==> src/rtl/fetch_pkg.sv <==
// Shared definitions for the bytecode fetch stage: FSM states, argument-count
// encodings and the NOP opcode used as the idle opcode value.
package fetch_pkg;

  typedef enum logic [2:0] {
    IDLE,
    FETCH_OP,
    LATCH_OP,
    DECODE,
    ARG2,
    ISSUE,
    HALT
  } fetch_state_t;

  localparam logic [1:0] ARGC_0 = 2'd0;
  localparam logic [1:0] ARGC_1 = 2'd1;
  localparam logic [1:0] ARGC_2 = 2'd2;
  localparam logic [1:0] ARGC_3 = 2'd3;

  localparam logic [7:0] OP_NOP = 8'h00;

  // The decoder never legitimately reports 3; such opcodes are treated as two-argument.
  function automatic logic [1:0] argc_clamp(input logic [1:0] a);
    return (a == ARGC_3) ? ARGC_2 : a;
  endfunction

endpackage

==> src/rtl/instr_fetch.sv <==
// Bytecode fetch stage: reads opcode plus 0-2 argument bytes from 1-cycle-latency
// program memory, sizes the instruction from decoder argc, and issues it to execute.
module instr_fetch
  import fetch_pkg::*;
#(
  parameter int ADDR_WIDTH = 12
) (
  input  logic                  clk,
  input  logic                  rst,
  input  logic                  start,
  output logic [ADDR_WIDTH-1:0] mem_addr,
  input  logic [7:0]            mem_rdata,
  output logic [7:0]            opcode,
  input  logic [1:0]            argc,
  output logic [7:0]            arg1,
  output logic [7:0]            arg2,
  output logic [ADDR_WIDTH-1:0] instr_pc,
  output logic                  instr_valid,
  input  logic                  instr_ready,
  input  logic                  jump_en,
  input  logic [15:0]           jump_offset,
  input  logic                  halt_req,
  output logic                  halted
);

  localparam int OW = (ADDR_WIDTH > 16) ? ADDR_WIDTH : 16;

  fetch_state_t          state;
  logic [ADDR_WIDTH-1:0] pc;
  logic [1:0]            argn;
  logic [1:0]            argc_eff;
  logic [OW-1:0]         offset_ext;
  logic [ADDR_WIDTH-1:0] jump_pc;
  logic [ADDR_WIDTH-1:0] seq_pc;

  assign argc_eff   = argc_clamp(argc);
  // Branch offsets are relative to the opcode byte and wrap with the PC.
  assign offset_ext = OW'($signed(jump_offset));
  assign jump_pc    = pc + offset_ext[ADDR_WIDTH-1:0];
  assign seq_pc     = pc + ADDR_WIDTH'(argn) + ADDR_WIDTH'(1);

  always_comb begin
    mem_addr = pc;
    case (state)
      IDLE:         mem_addr = '0;
      LATCH_OP:     mem_addr = pc + ADDR_WIDTH'(1);
      DECODE, ARG2: mem_addr = pc + ADDR_WIDTH'(2);
      default:      mem_addr = pc;
    endcase
  end

  always_ff @(posedge clk) begin
    if (rst) begin
      state       <= IDLE;
      pc          <= '0;
      argn        <= ARGC_0;
      opcode      <= OP_NOP;
      arg1        <= 8'h00;
      arg2        <= 8'h00;
      instr_pc    <= '0;
      instr_valid <= 1'b0;
      halted      <= 1'b0;
    end else begin
      case (state)
        IDLE: begin
          if (start) begin
            pc    <= '0;
            state <= FETCH_OP;
          end
        end
        FETCH_OP: state <= LATCH_OP;
        LATCH_OP: begin
          opcode <= mem_rdata;
          arg1   <= 8'h00;
          arg2   <= 8'h00;
          state  <= DECODE;
        end
        DECODE: begin
          argn <= argc_eff;
          if (argc_eff != ARGC_0) arg1 <= mem_rdata;
          if (argc_eff == ARGC_2) begin
            state <= ARG2;
          end else begin
            instr_valid <= 1'b1;
            instr_pc    <= pc;
            state       <= ISSUE;
          end
        end
        ARG2: begin
          arg2        <= mem_rdata;
          instr_valid <= 1'b1;
          instr_pc    <= pc;
          state       <= ISSUE;
        end
        ISSUE: begin
          // instr_valid is always high here, so ready alone marks the transfer.
          if (instr_ready) begin
            instr_valid <= 1'b0;
            if (halt_req) begin
              halted <= 1'b1;
              state  <= HALT;
            end else begin
              pc    <= jump_en ? jump_pc : seq_pc;
              state <= FETCH_OP;
            end
          end
        end
        HALT:    halted <= 1'b1;
        default: state <= IDLE;
      endcase
    end
  end

endmodule

==> config.mk <==
export PLATFORM = sky130hd
export DESIGN_NAME = instr_fetch
export DESIGN_NICKNAME = d
export VERILOG_FILES = /design/src/rtl/fetch_pkg.sv /design/src/rtl/instr_fetch.sv
export SDC_FILE = /design/constraint.sdc
export NUM_CORES = 1
export LEC_CHECK = 0
export ABC_AREA = 0
export CORE_ASPECT_RATIO = 2
export CORE_UTILIZATION = 46
export DETAILED_ROUTE_END_ITERATION = 12
export GPL_TIMING_DRIVEN = 0
export PLACE_DENSITY = 0.74
export SLEW_MARGIN = 20
export SYNTH_ARGS = -nofsm -noshare
export SYNTH_HDL_FRONTEND = slang
export SYNTH_SLANG_ARGS = --single-unit
==> constraint.sdc <==
create_clock -name clk -period 2.5 [get_ports clk]
set_input_delay 0.75 -clock clk [delete_from_list [all_inputs] [get_ports clk]]
set_output_delay 0.75 -clock clk [all_outputs]
set_load 0.01 [all_outputs]
# Yosys cells after proc, flatten, opt, wreduce, memory -nomap -nowiden
# Index checks and enable logic that the tools add are counted.
# word_totals
wordCells,67
ff_bits,55
output_inout_bits,50
inputBits,32
# op_classes
n_eq_ne,14
reduce_logical,15
addsub,5
mux,23
bitwise,1
# op_table
cell,n
two-way mux 12 bit,5
case mux 12 bit (2 select lines),2
case mux 12 bit (3 select lines),1
case mux 8 bit (2 select lines),2
adder 12 x 1 -> 12 bit (second input constant),2
case mux 3 bit (7 select lines),1
adder 12 bit,1
adder 12 x 2 -> 12 bit,1
adder 12 x 2 -> 12 bit (second input constant),1
inequality test 2 bit (second input constant),6
nonzero test 2 bit,6
equality test 3 bit (second input constant),3
two-way mux 3 bit,3
AND reduction 3 bit,3
two-way mux 8 bit,1
equality test 3 x 2 -> 1 bit (second input constant),2
two-way mux 1 bit,5
equality test 2 bit (second input constant),2
AND reduction 2 bit,2
AND reduction 4 bit,1
equality test 3 x 1 -> 1 bit (second input constant),1
zero test 3 bit,1
case mux 1 bit (3 select lines),1
nonzero test 3 bit,1
4 further kinds,4

# Longest topological paths before layout
# depth
word_depth,6
ltp_mapped,8
mapped_depth_nobuf,8

# Least setup slack after synthesis
# No wires, ideal clock.
# synth_timing
kind,in2reg
from,input jump_offset[0]
to,register pc[10]
arrival_ns,2.400
n_path_buf,0
t_required_ns,2.374
path_stages,7
setup_ns,0.126
slack_ns,-0.025
cell_sequence,ha_1 > fa_1 > a21o_1 > a31o_1 > a2111oi_0 > or4_1 > nand3_1
# synth_via
elab_chain_cells,5
# synth_rtl
element,line,text
start: declaration,instr_fetch.sv:21,"input logic [15:0] jump_offset,"
adder 12 bit,instr_fetch.sv:39,assign jump_pc = pc + offset_ext[ADDR_WIDTH-1:0];
two-way mux 12 bit,instr_fetch.sv:103,pc <= jump_en ? jump_pc : seq_pc;
two-way mux 12 bit,instr_fetch.sv:99,if (halt_req) begin
two-way mux 12 bit,instr_fetch.sv:97,if (instr_ready) begin
case mux 12 bit (2 select lines),instr_fetch.sv:64,case (state)
end signal: assignment,instr_fetch.sv:103,
end: declaration,instr_fetch.sv:29,logic [ADDR_WIDTH-1:0] pc;
# No other way between the ends. The select of a mux whose other input is x is not followed.
# A chain may end at the register's enable or synchronous reset.

# Worst setup path after layout
# layout_timing
from,register pc[1]
to,output mem_addr[6]
# layout_via
elab_chain_cells,2
elab_cells_between_ends,3
cone_classes,2 x add/sub; 1 x mux
# layout_rtl
element,line,text
adder 12 x 2 -> 12 bit / adder 12 x 1 -> 12 bit (equally long branches),"instr_fetch.sv:47, instr_fetch.sv:46",
case mux 12 bit (3 select lines) (*),instr_fetch.sv:44,case (state)
end: declaration,instr_fetch.sv:11,"output logic [ADDR_WIDTH-1:0] mem_addr,"
# Every way passes the cells marked *; elsewhere a longest branch is shown, timed or not.

==> flow_metrics.tcl <==
set metrics [dict create \
    cap_violations 0 \
    routabilityCongestion 0.927 \
    critPathCaptureType "output port" \
    port_buffers 77 \
    r2r_slack_ps 110 \
    hold_path.class "reg -> reg" \
    met2_usage_pct 63.3 \
    first_global_vias 4262 \
    critPathCapture "mem_addr[6]" \
    crit_buf_inv 1 \
    reg2reg_from "pc[0]" \
    cp_slowest_cell "dfxtp_4" \
    tightest_slew_ps 659 \
    cts_root_buffer "clkbuf_16" \
    dpl_cell_area_um2 4630 \
    slew_headroom_pct 55.8 \
    grt.busiest_layer "met2" \
    combPwrFrac_pct 23.9 \
    grt_util_all_layers_pct 33.8 \
    rows 46 \
    firstDrtPassIters 5 \
    setup_violations 7 \
    layout_setup_ws_ps -159 \
    dp.cells 673 \
    num-fill-cells 682 \
    clk_latency_ps 310 \
    cts_tree "done" \
    skew_ps 10.2 \
    initial_core_util_pct 47.3 \
    netlist_instances 500 \
    cp.required_ps 1750 \
    met3_usage_pct 4.84 \
    timing.rr.end "pc[11]" \
    p_per_area_nw_per_um2 404 \
    worstPathMaxFanout 3 \
    fin_setup_tns_ps -348 \
    cts_buffers 5 \
    arrival_ps 1910 \
    antenna_cells 0 \
    total_power_uw 2170 \
    cts_sinks 55 \
    worstSetupStartpointType "flip-flop" \
    drc_errors 0 \
    vias_per_cell 6.02 \
    ctsHoldBuffers 0 \
    period_share_pct 106 \
    place_ws_ps -710 \
    antenna_found_initial 0 \
    fmax_mhz 376 \
    grt_setup_unrepaired "true" \
    ys_ff_latch 55 \
    reg2regPathDepth 8 \
    cp.depth 7 \
    cp_slowest_stage_delay_ps 390 \
    power_switching_uw 665 \
    power.leakage_uw 0.00202 \
    worstSetupStartpoint "pc[1]" \
    vias 4247 \
    synthFlopType "dfxtp_1" \
    synth_edf_count 0 \
    p_sw_share_pct 30.6 \
    grt_util_met1_pct 31.1 \
    drv_slew 0 \
    fin_cells 706 \
    synthArstFlopShare_pct 0 \
    grt_max_degree 20 \
    syn-num-nets 549 \
    yosysWarnings 0 \
    seqPwrFrac_pct 41.8 \
    htreeDepth 2 \
    clock_power_share_pct 34.3 \
    dieArea_um2 8500 \
    ir_drop_uv 490 \
    cp_cell_sequence "ha_4 -> and3_4 -> nand3_2 -> mux2_4 -> o311ai_4 -> a32o_2 -> buf_6" \
    finalNetCount 658 \
    avgSynthCellArea_um2 7.46 \
    core_region_area_um2 7890 \
    wl_um 13700 \
    finish.instance_area_um2 5370 \
    syn_to_final_growth_pct 43.9 \
    clk_pin_slew_worst_paths_ps 80 \
    die_y_um 129 \
    p_int_uw 1510 \
    period_minus_slack_ps 2660 \
    path_delay_family "compound AO/OA/AOI/OAI gates" \
    dp_hpwl_um 10200 \
    drtIter0Drc 233 \
    wl_per_cell_um 19.4 \
    violations "negative setup slack" \
    drive_gt1_share_pct 23.1 \
    hold_violations 0 \
    cts_buffer_depth 2 \
    ys_seq_area_share_pct 29.5 \
    yosys.cell_types.count 68 \
    io_pins 82 \
    ant_nets 0 \
    die_x_um 65.7 \
    syn_area_um2 3730 \
    critical_path_class "reg -> out" \
    grt_overflow 0 \
    status "complete, but fails checks" \
    grt_pass1_wl_um 21500 \
]
## power by group through the flow
stage | Clock, uW | Combinational, uW | Sequential [uW]
after floorplan | 0 | 232 | 932
after global placement | 0 | 404 | 929
after detailed placement | 0 | 409 | 930
after CTS | 751 | 485 | 908
after global routing | 782 | 553 | 910
final | 746 | 518 | 908
## tightest hold or removal path: cells and delay by family (launching register included)
kind             cells  cell delay [ps]
AND/OR/NAND/NOR      1               50
flip-flops           1              320
AO/OA/AOI/OAI        1               50
## Yosys cell counts, types with 5 or more instances
| cell type | n | area share [%] |
|---|---|---|
| dfxtp_1 | 55 | 30 |
| nand3b_1 | 5 | 1.0 |
| inv_1 | 11 | 1.1 |
| clkbuf_1 | 18 | 1.8 |
| ha_1 | 15 | 5.0 |
| o21ai_0 | 34 | 4.6 |
| o21ai_1 | 9 | 1.2 |
| nand2b_1 | 7 | 1.2 |
| buf_2 | 11 | 1.5 |
| a31oi_1 | 6 | 1.0 |
| nor3_1 | 6 | 0.80 |
| nor2b_1 | 21 | 3.5 |
| xnor2_1 | 6 | 1.4 |
| nand2_1 | 64 | 6.4 |
| a21o_1 | 7 | 1.4 |
| nand3_1 | 18 | 2.4 |
| a21oi_1 | 72 | 9.7 |
| nor2_1 | 43 | 4.3 |
## cells in the final DEF, fill, tap and decap left out, drive strengths merged, types with 3 or more instances in the layout
master         Yosys  final
clkbuf            18     23
o21ai             44     44
nand3b             6      6
a21o               7      7
nor2b             21     21
nand4              4      4
and2               3      3
o22ai              3      3
o221ai             3      3
o31ai              3      3
o311ai             3      3
nand2             64     64
a21oi             73     73
o211ai             4      4
buf               15     52
and3               4      4
nand2b             7      7
a31oi              6      6
dfxtp             55     55
and3b              3      3
nand3             19     19
nor2              45     45
ha                15     15
nor3               6      6
mux2               3      3
a211oi             4      4
clkdlybuf4s50      0     63
inv               11     12
xnor2              6      6
nor3b              6      6
## layer usage
layer  up-vias  share of wire [%]
met3        69                3.9
met5         -                  0
met4         0                7.8
met1      1980                 34
li1       2021                  -
met2       177                 54
## registers in the layout, indices dropped and copies added (netlist names)
register / count
arg1: 8
arg2: 8
argn: 2
halted: 1
instr_pc: 12
instr_valid: 1
opcode: 8
pc: 12
state: 3
## kinds of logic after synthesis
family	after synthesis	share of synthesized area (%)
simple gates	196	26.9
compound gates	176	29.1
flops	55	29.5
buf+inv	44	5.30
fa+ha+maj	17	6.10
xor+xnor	8	1.88
mux	4	1.17
## area by class of cell
cell class / instances / area [um2] / area share, %
Multi-Input combinational cell: 401 / 2720 / 50.6
Sequential cell: 55 / 1130 / 21.0
Tap cell: 96 / 120 / 2.24
Inverter: 11 / 43.8 / 0.815
Buffer: 33 / 279 / 5.20
Timing Repair Buffer: 102 / 931 / 17.3
Clock buffer: 5 / 125 / 2.33
Clock inverter: 3 / 27.5 / 0.513
## repair_timing
item	in CTS	in global routing
cloned	1	0
setup buffers	18	6
endpoints found under the setup margin	16	23
pin swaps	23	25
gates resized for setup	145	45
## metrics by stage
step	hold WS [ps]	util [%]
2_1_floorplan	453	-
3_3_place_gp	442	58.7
3_5_place_dp	447	58.7
4_1_cts	455	66.1
5_1_grt	473	68.1
6_report	458	68.1
## worst min-delay path by stage
stage | start | end | slack (ps) | cells past startpoint
finish | arg1[5] | arg1[5] | 460 | 2
global route | arg1[5] | arg1[5] | 470 | 2
CTS | arg1[5] | arg1[5] | 450 | 2
detailed placement | arg1[5] | arg1[5] | 450 | 2
global placement | arg1[4] | arg1[4] | 440 | 2
floorplan | argn[1] | argn[1] | 450 | 2
No activity file was read; power rests on OpenSTA's default activity.
